--- src/rtl/query_patch_pkg.sv ---
// query_patch_pkg: shared state encoding, default geometry and index sizing for the query patch writer.
package query_patch_pkg;
    typedef enum logic [1:0] {IDLE, FILL, WRITE, DONE} qpw_state_t;
    localparam int DEF_DATA_WIDTH = 11;
    localparam int DEF_PATCH_SIZE = 5;
    localparam int PATCH_WIDTH = DEF_DATA_WIDTH * DEF_PATCH_SIZE;
    localparam int IDX_WIDTH = $clog2(DEF_PATCH_SIZE);
    function automatic int idx_width(input int ps);
        return ps > 1 ? $clog2(ps) : 1;
    endfunction
endpackage

--- src/rtl/patch_packer.sv ---
// patch_packer: component index counter and patch register; slot 0 starts a fresh zeroed patch.
module patch_packer import query_patch_pkg::*; #(
    parameter int DATA_WIDTH = DEF_DATA_WIDTH,
    parameter int PATCH_SIZE = DEF_PATCH_SIZE,
    localparam int IW = idx_width(PATCH_SIZE),
    localparam int PW = DATA_WIDTH * PATCH_SIZE
) (
    input  logic                  clk,
    input  logic                  rst_n,
    input  logic                  clear,
    input  logic                  insert,
    input  logic                  pad,
    input  logic [DATA_WIDTH-1:0] data,
    output logic [IW-1:0]         idx,
    output logic [PW-1:0]         patch
);
    logic [PW-1:0] next_patch;
    always_comb begin
        next_patch = (idx == '0) ? '0 : patch;
        next_patch[idx*DATA_WIDTH +: DATA_WIDTH] = data;
    end
    always_ff @(posedge clk or negedge rst_n) begin
        if (!rst_n) begin
            idx   <= '0;
            patch <= '0;
        end else if (clear) begin
            idx   <= '0;
            patch <= '0;
        end else if (insert) begin
            patch <= next_patch;
            idx   <= (pad || idx == IW'(PATCH_SIZE-1)) ? '0 : idx + 1'b1;
        end
    end
endmodule

--- src/rtl/query_patch_writer.sv ---
// query_patch_writer: packs streamed components into patches and writes them to memory port 0.
// Define QUERY_PATCH_WRITER_PAD_EN to zero-fill and write a partial final patch instead of dropping it.
module query_patch_writer import query_patch_pkg::*; #(
    parameter int DATA_WIDTH = 11,
    parameter int PATCH_SIZE = 5,
    parameter int ADDR_WIDTH = 9,
    parameter int DEPTH      = 512,
    localparam int IW = idx_width(PATCH_SIZE),
    localparam int PW = DATA_WIDTH * PATCH_SIZE,
    localparam int CW = ADDR_WIDTH + 1
) (
    input  logic                  clk,
    input  logic                  rst_n,
    input  logic                  start,
    input  logic                  in_valid,
    output logic                  in_ready,
    input  logic [DATA_WIDTH-1:0] in_data,
    input  logic                  in_last,
    input  logic                  wb_mode,
    output logic                  csb0,
    output logic                  web0,
    output logic [ADDR_WIDTH-1:0] addr0,
    output logic [PW-1:0]         wpatch0,
    output logic [CW-1:0]         patch_count,
    output logic                  busy,
    output logic                  done,
    output logic                  overflow
);
    qpw_state_t state;
    logic [IW-1:0] idx;
    logic last_q;
    logic accept;
    logic last_comp;
    logic full;
    assign in_ready  = state == FILL && !wb_mode;
    assign accept    = in_valid && in_ready;
    assign last_comp = idx == IW'(PATCH_SIZE-1);
    assign full      = patch_count == CW'(DEPTH);
    assign csb0      = !(state == WRITE && !wb_mode && !full);
    assign web0      = csb0;
    assign busy      = state == FILL || state == WRITE;
    patch_packer #(.DATA_WIDTH(DATA_WIDTH), .PATCH_SIZE(PATCH_SIZE)) u_packer (
        .clk   (clk),
        .rst_n (rst_n),
        .clear (start),
        .insert(accept && !start),
        .pad   (in_last),
        .data  (in_data),
        .idx   (idx),
        .patch (wpatch0)
    );
    always_ff @(posedge clk or negedge rst_n) begin
        if (!rst_n) begin
            state       <= IDLE;
            addr0       <= '0;
            patch_count <= '0;
            done        <= 1'b0;
            overflow    <= 1'b0;
            last_q      <= 1'b0;
        end else if (start) begin
            state       <= FILL;
            addr0       <= '0;
            patch_count <= '0;
            done        <= 1'b0;
            overflow    <= 1'b0;
            last_q      <= 1'b0;
        end else begin
            case (state)
                FILL: if (accept) begin
                    if (last_comp) begin
                        state  <= WRITE;
                        last_q <= in_last;
                    end else if (in_last) begin
`ifdef QUERY_PATCH_WRITER_PAD_EN
                        state  <= WRITE;
                        last_q <= 1'b1;
`else
                        state    <= DONE;
                        overflow <= 1'b1;
                        done     <= 1'b1;
`endif
                    end
                end
                // a full memory drops the patch at once; otherwise wait for the port
                WRITE: if (full || !wb_mode) begin
                    if (full)
                        overflow <= 1'b1;
                    else begin
                        patch_count <= patch_count + 1'b1;
                        if (addr0 != ADDR_WIDTH'(DEPTH-1))
                            addr0 <= addr0 + 1'b1;
                    end
                    state <= last_q ? DONE : FILL;
                    done  <= last_q;
                end
                default: ;
            endcase
        end
    end
endmodule
--- config.mk ---
export PLATFORM = sky130hd
export DESIGN_NAME = query_patch_writer
export DESIGN_NICKNAME = d
export VERILOG_FILES = /design/src/rtl/query_patch_pkg.sv /design/src/rtl/patch_packer.sv /design/src/rtl/query_patch_writer.sv
export SDC_FILE = /design/constraint.sdc
export NUM_CORES = 1
export LEC_CHECK = 0
export CAP_MARGIN = 20
export CORE_ASPECT_RATIO = 0.8
export CORE_MARGIN = 5
export CORE_UTILIZATION = 28
export CTS_CLUSTER_SIZE = 12
export DETAILED_ROUTE_END_ITERATION = 6
export PLACE_DENSITY_LB_ADDON = 0.08
export SYNTH_ARGS = -nofsm -noshare
export SYNTH_HDL_FRONTEND = slang
export SYNTH_SLANG_ARGS = --single-unit
--- constraint.sdc ---
create_clock -name clk -period 2.85 [get_ports clk]
set_input_delay 0.855 -clock clk [delete_from_list [all_inputs] [get_ports clk]]
set_output_delay 0.855 -clock clk [all_outputs]
set_load 0.01 [all_outputs]
==> impl_results.md, run 1 <==
- Routed wire per std cell: 16.1 µm
- Final Cell Area: 5450 µm²
- Max-cap violations: 0
- DR iter-0 viols: 157
- Crit-path max FO: 5
- Reg2Reg Depth: 7
- TritonRoute pass-1 iters: 4
- Reg2reg setup slack: 310 ps
- Reg area: 2050 µm²
- Number of placement rows: 38
- Critical Path RT: 2000 ps
- Vias: 3062
- NetSw: 0.000600 W
- Tmin final: 2680 ps
- YS warnings: 0
- Yosys top cell area share: 53.1%
- Root Buffer: clkbuf_16
- TritonCTS Sinks: 82
- Switch share: 22.4%
- Hold_buf cts: 0
- Worst-skew pair later-pin latency: 340 ps
- Hold Path Sink: u_packer.patch[25]
- CTS tree: yes
- Worst Hold Launch: u_packer.patch[25]
- Global-route wire length before repair: 16400 µm
- Maximum VDD drop: 273 µV
- CP startpoint kind: flip-flop
- Routed WL: 10600 µm
- Synthesized flop and latch total: 82
- Placer Congestion: 0.753
- Max_slew headroom: 37.0%
- Full die area: 16300 µm²
- Logic pwr share: 7.2%
- Sequential area share after synthesis: 53.1%
- Cells after DPL: 642
- Most common cell after layout, fill and taps aside: clkdlybuf4s50_1
- Post-place instance area: 5090 µm²
- Clock skew: 7.55 ps
- Synth area leader: dfrtp_1
- Vias per cell: 4.65
- Design Power: 0.00267 W
- Number of nets still failing antenna checks after routing: 0
- Filler cell count: 1331
- Layout cells sized above 1: 10.9%
- Clock share of power: 48.6%
- Netlist Area Pre-Place: 3860 µm²
- Crit-path cells: inv_1 -> ha_1 -> and4bb_2 -> a31oi_4 -> inv_1 -> dlygate4sd2_1
- RSZ-0062 raised after global routing: no
- Starting density of the core: 28.5%
- Leakage: 2.33 nW
- I/O pins: 97
- Initial antenna violation count: 0
- Synth Instances: 369
- Commonest cells after routing, fill and taps aside: clkdlybuf4s50_1, dfrtp_1, inv_1, a22o_1, o21ai_0
- Setup_tns: 0 ps
- Netlist cell types: 48
- Number of flops mapped to enable cells by yosys: 0
- N_diodes: 0
- Clock transition at path regs: 60 ps
- Hold Fails Final Rpt: 0
- Crit-path most repeated cell: inv_1
- Port Buffers: 96
- Reg2reg end: u_packer.patch[3]
- Die Ht: 115 µm
- GR Util All Layers: 12.9%
- Layout area overhead: 41.1%
- WS Path Type: reg2out
- Buf/Inv on CP: 3
- Vias in the first global route: 2933
- Syn Nets: 399
- Tcrit/Tclk final: 93.9%
- Sequential power share: 44.3%
- Largest net degree at the start of global routing: 45
- DP HPWL: 7690 µm
- CP endpoint kind: output port
- CP peak stage delay: 430 ps
- Syn avg cell area: 10.5 µm²
- Tightest Hold Check Type: reg2reg
- Top FF cell, synth: dfrtp_1
- Total CTS buffers: 9
- Hold path cells: 2
- Area of the multi-input gates: 1600 µm²
- Top delay family on crit path: flip-flops
- Worst-margin pin slew: 945 ps
- FF-to-FF Start: u_packer.idx[0]
- Async SR Flop Fraction: 100%
- Die span in x: 141 µm
- Max Freq: 374 MHz
- Slowest stage cell, crit path: dfrtp_1
- Final Non-Filler Cells: 658
- Net count reported at finish: 503
- Int Power: 0.00207 W
- Synth top area cells: dfrtp_1, a22o_1, ha_1
- Core box area: 13600 µm²
- Clk buf depth: 2
- Outcome: completed
- Max-slew violations: 0
- Residual DRC count: 0
- CTS H-tree lvls: 3
- Final Setup Violations: 0
- Gr ovfl total: 0
- Worst path arrival time: 1820 ps
- PD cells: 491 nW/µm²
kinds of logic (layout without fill, tap and decap cells):
| family | after synthesis | in the layout | share of synthesized area [%] |
|---|---|---|---|
| AOI/OAI and AO/OA | 95 | 95 | 17.2 |
| xor gates and xnor gates | 7 | 7 | 1.59 |
| adders and majority gates | 13 | 13 | 4.21 |
| buffers and inverters | 49 | 158 | 5.90 |
| DFF | 82 | 82 | 53.1 |
| muxes | 7 | 7 | 2.04 |
| and+or+nand+nor | 116 | 116 | 15.9 |
layout make-up:
type	count	area share, %
timing repair buffer	113	20.7
multi-input combinational	238	29.3
tap	180	4.13
inverter	29	2.00
clock inverter	5	1.56
sequential	82	37.7
clock buffer	11	4.64
synth_stat cells, drive strengths merged (4+ instances only):
library cell / number
dfrtp: 82
a22o: 29
inv: 29
o21ai: 28
nand2: 27
nand3: 24
nor2: 21
a21oi: 18
buf: 13
ha: 13
and3: 7
clkbuf: 7
nand4: 6
nor3: 6
xnor2: 6
a21o: 5
nor2b: 5
a31o: 4
a31oi: 4
mux2: 4
flip-flops by register name, indices dropped and copies added (netlist names):
name            count
patch_count        10
done                1
u_packer.idx        3
last_q              1
addr0               9
state               2
u_packer.patch     55
overflow            1
power groups by stage:
| stage | Clock [W] | Sequential, W | Combinational [W] |
|---|---|---|---|
| 2_1_floorplan | 0 | 0.00121 | 0.0000739 |
| 6_report | 0.00130 | 0.00118 | 0.000192 |
| 3_5_place_dp | 0 | 0.00120 | 0.000197 |
| 4_1_cts | 0.00135 | 0.00118 | 0.000196 |
| 3_3_place_gp | 0 | 0.00121 | 0.000197 |
| 5_1_grt | 0.00138 | 0.00118 | 0.000212 |
worst max path at each step:
stage,to,cells after the start,slack (ps),startpoint
finish,web0,6,170,patch_count[0]
global route,web0,6,60,patch_count[0]
CTS,in_ready,4,-2,wb_mode
detailed placement,web0,5,-210,wb_mode
global placement,in_ready,4,-170,wb_mode
floorplan,web0,5,320,wb_mode
metrics by stage:
step                utilization (%)  setup slack [ps]  hold WS (ps)
CTS                            40.1             -2.49           486
finish                         40.2               173           475
global route                   40.2              63.9           494
detailed placement             37.6              -207           472
floorplan                         -               322           508
global placement               37.6              -173           461
metal layers:
metal | global-route usage, % | share of wire [%] | wire, µm | vias to the layer above
li1 | - | - | - | 1505
met1 | 19.8 | 52 | 5520 | 1485
met2 | 17.8 | 42 | 4480 | 64
met3 | 3.16 | 4.8 | 509 | 8
met4 | 3.94 | 0.92 | 98 | 0
met5 | 0 | 0 | 0 | -
timing repair:
| action | in CTS | in global routing |
|---|---|---|
| buffers inserted | 0 | 0 |
| gates resized for setup | 4 | 3 |
| setup endpoints to repair | 3 | 3 |
| pin swaps | 0 | 0 |
worst min-delay path: stages (launching register included):
cell     delay (ps)
dfrtp_1         340
nand2_1          40
o21ai_0          60
Note: power is estimated with default switching activity, not from simulation.
==> run 2, diff against run 1 <==
PLACE_DENSITY = 0.5   (was not set)
PLACE_DENSITY_LB_ADDON = not set   (was 0.08)
==> run 2 against run 1 <==
  * Cell count shrank 0.61%
  * Sequential share of layout area increased by 0.64 points
  * Routed wire length increased by 0.47%
  * Non-clock buffer count is 3 lower
  * First-iteration DRC count up 47%
  * Sequential power hardly changed
  * Critical path type unchanged
  * Largest power group is now sequential cells
  * Highest routed layer unchanged
==> impl_results.md, run 2 (synthesized netlist as in run 1, its figures left out) <==
- Commonest cells after routing, fill and taps aside: clkdlybuf4s50_1, dfrtp_1, inv_1, a22o_1, o21ai_0
- DP HPWL: 7820 µm
- Clk buf depth: 2
- PD cells: 467 nW/µm²
- Most common cell after layout, fill and taps aside: clkdlybuf4s50_1
- Starting density of the core: 28.5%
- Setup_tns: 0 ps
- WS Path Type: reg2out
- FF-to-FF Start: addr0[3]
- Routed wire per std cell: 16.3 µm
- CTS tree: yes
- Die Ht: 115 µm
- Biggest register: u_packer.patch
- Tcrit/Tclk final: 94.2%
- Worst path arrival time: 1830 ps
- Initial antenna violation count: 0
- Regs by FF count: u_packer.patch (55), patch_count (10), addr0 (9)
- DR iter-0 viols: 231
- Layout cells sized above 1: 9.92%
- Core box area: 13600 µm²
- Number of nets still failing antenna checks after routing: 0
- Outcome: completed
- Clock transition at path regs: 60 ps
- GR Util met2: 19.2%
- Placer Congestion: 0.830
- Critical path launch point: patch_count[0]
- Vias in the first global route: 2970
- Tightest Hold Check Type: reg2reg
- Max-slew violations: 0
- RSZ-0062 raised after global routing: no
- Hold path cells: 2
- Tmin final: 2690 ps
- Crit-path max FO: 5
- Max_slew headroom: 42.2%
- Routing usage on met3: 3.78%
- Hold Fails Final Rpt: 0
- Reg area: 2050 µm²
- CP startpoint kind: flip-flop
- TritonCTS Sinks: 82
- Max FFs per register: 55
- Worst-margin pin slew: 866 ps
- Full die area: 16300 µm²
- Routed WL: 10700 µm
- Worst Hold Launch: u_packer.patch[24]
- Global-route wire length before repair: 17300 µm
- Layout area overhead: 38.7%
- Post-place instance area: 5050 µm²
- Vias per cell: 4.64
- Die span in x: 141 µm
- Filler cell count: 1339
- Vias: 3036
- Net count reported at finish: 500
- Area of the multi-input gates: 1600 µm²
- N_diodes: 0
- TritonRoute pass-1 iters: 4
- Max Freq: 372 MHz
- Worst-skew pair later-pin latency: 330 ps
- Gr busiest metal: met1
- Met1 Usage GRT: 19.7%
- Final Setup Violations: 0
- Root Buffer: clkbuf_16
- Maximum VDD drop: 257 µV
- CTS H-tree lvls: 3
- Gr ovfl total: 0
- Clock skew: 7.76 ps
- Total CTS buffers: 9
- Leakage: 2.28 nW
- CP endpoint kind: output port
- GR Util All Layers: 13.4%
- I/O pins: 97
- Number of placement rows: 38
- Port Buffers: 96
- Max-cap violations: 0
- Critical Path RT: 2000 ps
- Residual DRC count: 0
- Final Cell Area: 5360 µm²
- Reg2Reg Depth: 8
- Largest net degree at the start of global routing: 46
run 2: changes by cell type in the layout (fill, tap and decap cells not counted):
| cell | delta |
|---|---|
| buf_4 | -2 |
| clkbuf_8 | -2 |
| clkinv_2 | +2 |
| buf_12 | -1 |
| bufinv_16 | -1 |
| clkbuf_1 | +1 |
| dlygate4sd2_1 | +1 |
| dlymetal6s2s_1 | -1 |
| inv_6 | -1 |
run 2: power breakdown:
part | total [W] | switching, W | leakage (nW) | internal, W
Clock | 0.00113 | 0.000458 | 0.138 | 0.000672
Sequential | 0.00118 | 0.00000790 | 1.13 | 0.00118
Combinational | 0.000188 | 0.000112 | 1.01 | 0.0000754
Total | 0.00250 | 0.000578 | 2.28 | 0.00192
run 2: layout make-up:
type	instances	share of cell area [%]
repair buffers	110	20.3
clock buffers	10	4.27
clock inverters	5	1.05
well taps	180	4.20
inverters	29	2.03
multi-input cells	238	29.8
flip-flops and latches	82	38.3
run 2: worst max-delay path, cell delays in order, from the launching register on:
cell and delay, ps:
dfrtp_1 420, inv_1 70, ha_1 200, and4bb_2 280, a31oi_4 180, inv_1 70
dlygate4sd2_1 280
run 2: repair_timing:
action                     4_1_cts  5_1_grt
setup endpoints to repair        3        0
hold buffers                     0        0
buffers inserted                 1        0
gates resized for setup          7        0
run 2: metrics by stage:
| step | power [W] | hold slack [ps] | utilization, % | setup WS, ps | instances |
|---|---|---|---|---|---|
| final | 0.00250 | 482 | 39.5 | 165 | 654 |
| after global routing | 0.00261 | 506 | 39.5 | 63.8 | 654 |
| after CTS | 0.00254 | 488 | 39.5 | 144 | 654 |
| after detailed placement | 0.00139 | 474 | 37.3 | -259 | 638 |
| after global placement | 0.00139 | 470 | 37.3 | -285 | 638 |
| after floorplan | 0.00128 | 508 | - | 322 | 369 |
run 2: path summary, 6_finish.rpt:
| check | endpoint | slack, ps |
|---|---|---|
| setup / recovery | csb0 | 160 |
| max in group asynchronous | u_packer.patch[27] | 1710 |
| hold reg to reg | u_packer.patch[24] | 480 |
| min in group asynchronous | addr0[0] | 510 |
| hold / removal | u_packer.patch[24] | 480 |
| setup reg to reg | addr0[7] | 310 |
run 2: per-layer routing:
metal  routed length [µm]  up-vias
met5                    0        -
met4                  106        0
met3                  436        6
met2                 4760       53
met1                 5350     1483
li1                     -     1494
==> run 3, diff against run 2 <==
RECOVER_POWER = 100   (was not set)
clock period = 3.1 ns   (was 2.85 ns; I/O delays follow)
==> run 3 against run 2 <==
  * Clock power down 11%
  * Register-to-register slack worse by 80 ps
  * Combinational power down 15%
  * First-iteration DRC count down 32%
  * Core utilization down 0.74 points
  * Power down 9.9%
  * Non-clock buffer count down 1
  * Critical path type is now in2out
  * Global-route usage down 0.34 points
  * Largest cell class unchanged
==> impl_results.md, run 3 (synthesized netlist as in run 1, its figures left out) <==
- Max FFs per register: 55
- Dpl ws: -159 ps
- Layout area overhead: 36.1%
- Max-cap violations: 0
- Placer Congestion: 0.802
- CP peak stage delay: 510 ps
- Global-route wire length before repair: 16700 µm
- CTS tree: yes
- Area of the multi-input gates: 1570 µm²
- Filler cell count: 1355
- Routed wire per std cell: 16.3 µm
- I/O pins: 97
- Final core occ: 38.8%
- RSZ-0062 raised after global routing: no
- Gr ovfl total: 0
- Final Non-Filler Cells: 653
- Hold_buf cts: 0
- Clk buf depth: 2
- Final WS setup: 56.8 ps
- Worst-skew pair later-pin latency: 330 ps
- Total CTS buffers: 9
- Largest net degree at the start of global routing: 43
- Routed WL: 10700 µm
- Critical Path RT: 2170 ps
- Die span in x: 141 µm
- N_diodes: 0
- Full die area: 16300 µm²
- Cells after DPL: 638
- CP startpoint kind: input pin
- Clock transition at path regs: 60 ps
- Worst-margin pin slew: 1080 ps
- Vias: 3032
- DP HPWL: 7860 µm
- PD cells: 429 nW/µm²
- Residual DRC count: 0
- Root Buffer: clkbuf_16
- Leakage: 2.49 nW
- Biggest register: u_packer.patch
- Slowest stage cell, crit path: clkdlybuf4s50_1
- Core box area: 13600 µm²
- Final Setup Violations: 0
- Initial antenna violation count: 0
- Clock skew: 8.93 ps
- Vias per cell: 4.64
- Setup_tns: 0 ps
- Max_slew headroom: 28.0%
- CP endpoint kind: output port
- Net count reported at finish: 499
- WS Path Type: in2out
- TritonRoute pass-1 iters: 4
- Starting density of the core: 28.5%
- Reg area: 2050 µm²
- Tmin final: 3040 ps
- Outcome: completed
- Design Power: 0.00225 W
- Crit-path cells: clkdlybuf4s50_1 -> buf_4 -> and2b_2 -> dlygate4sd2_1
- Port Buffers: 96
- Layout cells sized above 1: 8.03%
- Max-slew violations: 0
- Tcrit/Tclk final: 98.2%
- CTS H-tree lvls: 3
- Regs by FF count: u_packer.patch (55), patch_count (10), addr0 (9)
- Number of placement rows: 38
- Most common cell after layout, fill and taps aside: dfrtp_1
- Maximum VDD drop: 247 µV
- Number of nets still failing antenna checks after routing: 0
- Hold Fails Final Rpt: 0
- Worst path arrival time: 2110 ps
- Die Ht: 115 µm
- Crit-path max FO: 10
- Vias in the first global route: 3047
- GR Util All Layers: 13.0%
- Tightest Hold Check Type: reg2reg
- Max Freq: 329 MHz
- TritonCTS Sinks: 82
- Post-CTS Setup Inserts: 0
- DR iter-0 viols: 156
- Commonest cells after routing, fill and taps aside: dfrtp_1, dlygate4sd3_1, inv_1, a22o_1, o21ai_0
==> run 3: changes by cell type in the layout (fill, tap and decap cells not counted), moves of 2 or more <==
cell             delta
clkbuf_8            +2
clkbuf_2            +2
clkdlybuf4s50_1    -76
buf_12              -2
dlygate4sd3_1      +77
buf_4               -6
a31oi_4             -2
clkbuf_1            +5
==> run 3: repair_timing <==
item                                    4_1_cts  5_1_grt
cloned                                        0        0
resized for setup                             3        1
endpoints found under the setup margin        3        2
==> run 3: worst paths after layout <==
path	slack (ps)	startpoint	cells after the start	endpoint
setup / recovery	60	wb_mode	4	in_ready
hold / removal	470	u_packer.patch[32]	2	u_packer.patch[32]
setup reg to reg	230	addr0[0]	9	addr0[2]
hold reg to reg	470	u_packer.patch[32]	2	u_packer.patch[32]
max in group asynchronous	750	rst_n	2	u_packer.patch[44]
min in group asynchronous	790	rst_n	1	addr0[6]
==> run 3: power breakdown <==
| part | switching, W | internal (W) | total, W |
|---|---|---|---|
| sequential | 0.00000687 | 0.00108 | 0.00109 |
| clock | 0.000425 | 0.000582 | 0.00101 |
| combinational | 0.000102 | 0.0000580 | 0.000160 |
| total | 0.000534 | 0.00172 | 0.00225 |
==> run 3: final cells by class <==
class | instances | share of cell area [%]
inverters | 29 | 2.07
well taps | 180 | 4.28
clock inverters | 4 | 0.500
flip-flops and latches | 82 | 39.0
multi-input cells | 238 | 29.8
repair buffers | 109 | 19.5
clock buffers | 11 | 4.81
==> run 3: routing by layer <==
| layer | track usage, % | share of wire (%) | routed length (µm) | up-vias |
|---|---|---|---|---|
| li1 | - | - | - | 1503 |
| met1 | 18.8 | 51 | 5430 | 1471 |
| met4 | 4.07 | 1.4 | 145 | 0 |
| met3 | 3.41 | 3.8 | 407 | 9 |
| met5 | 0 | 0 | 0 | - |
| met2 | 19.1 | 44 | 4670 | 49 |
==> run 3: worst max-delay path, delay by kind of cell <==
kind / cells / cell delay [ps]
buffers and inverters: 3 / 970
AND/OR/NAND/NOR: 1 / 220
==> run 3: metrics by stage <==
| stage | hold slack, ps | instance area (µm²) |
|---|---|---|
| 2_1_floorplan | 508 | 3860 |
| 3_3_place_gp | 471 | 5040 |
| 3_5_place_dp | 469 | 5040 |
| 4_1_cts | 484 | 5310 |
| 5_1_grt | 504 | 5260 |
| 6_report | 469 | 5260 |
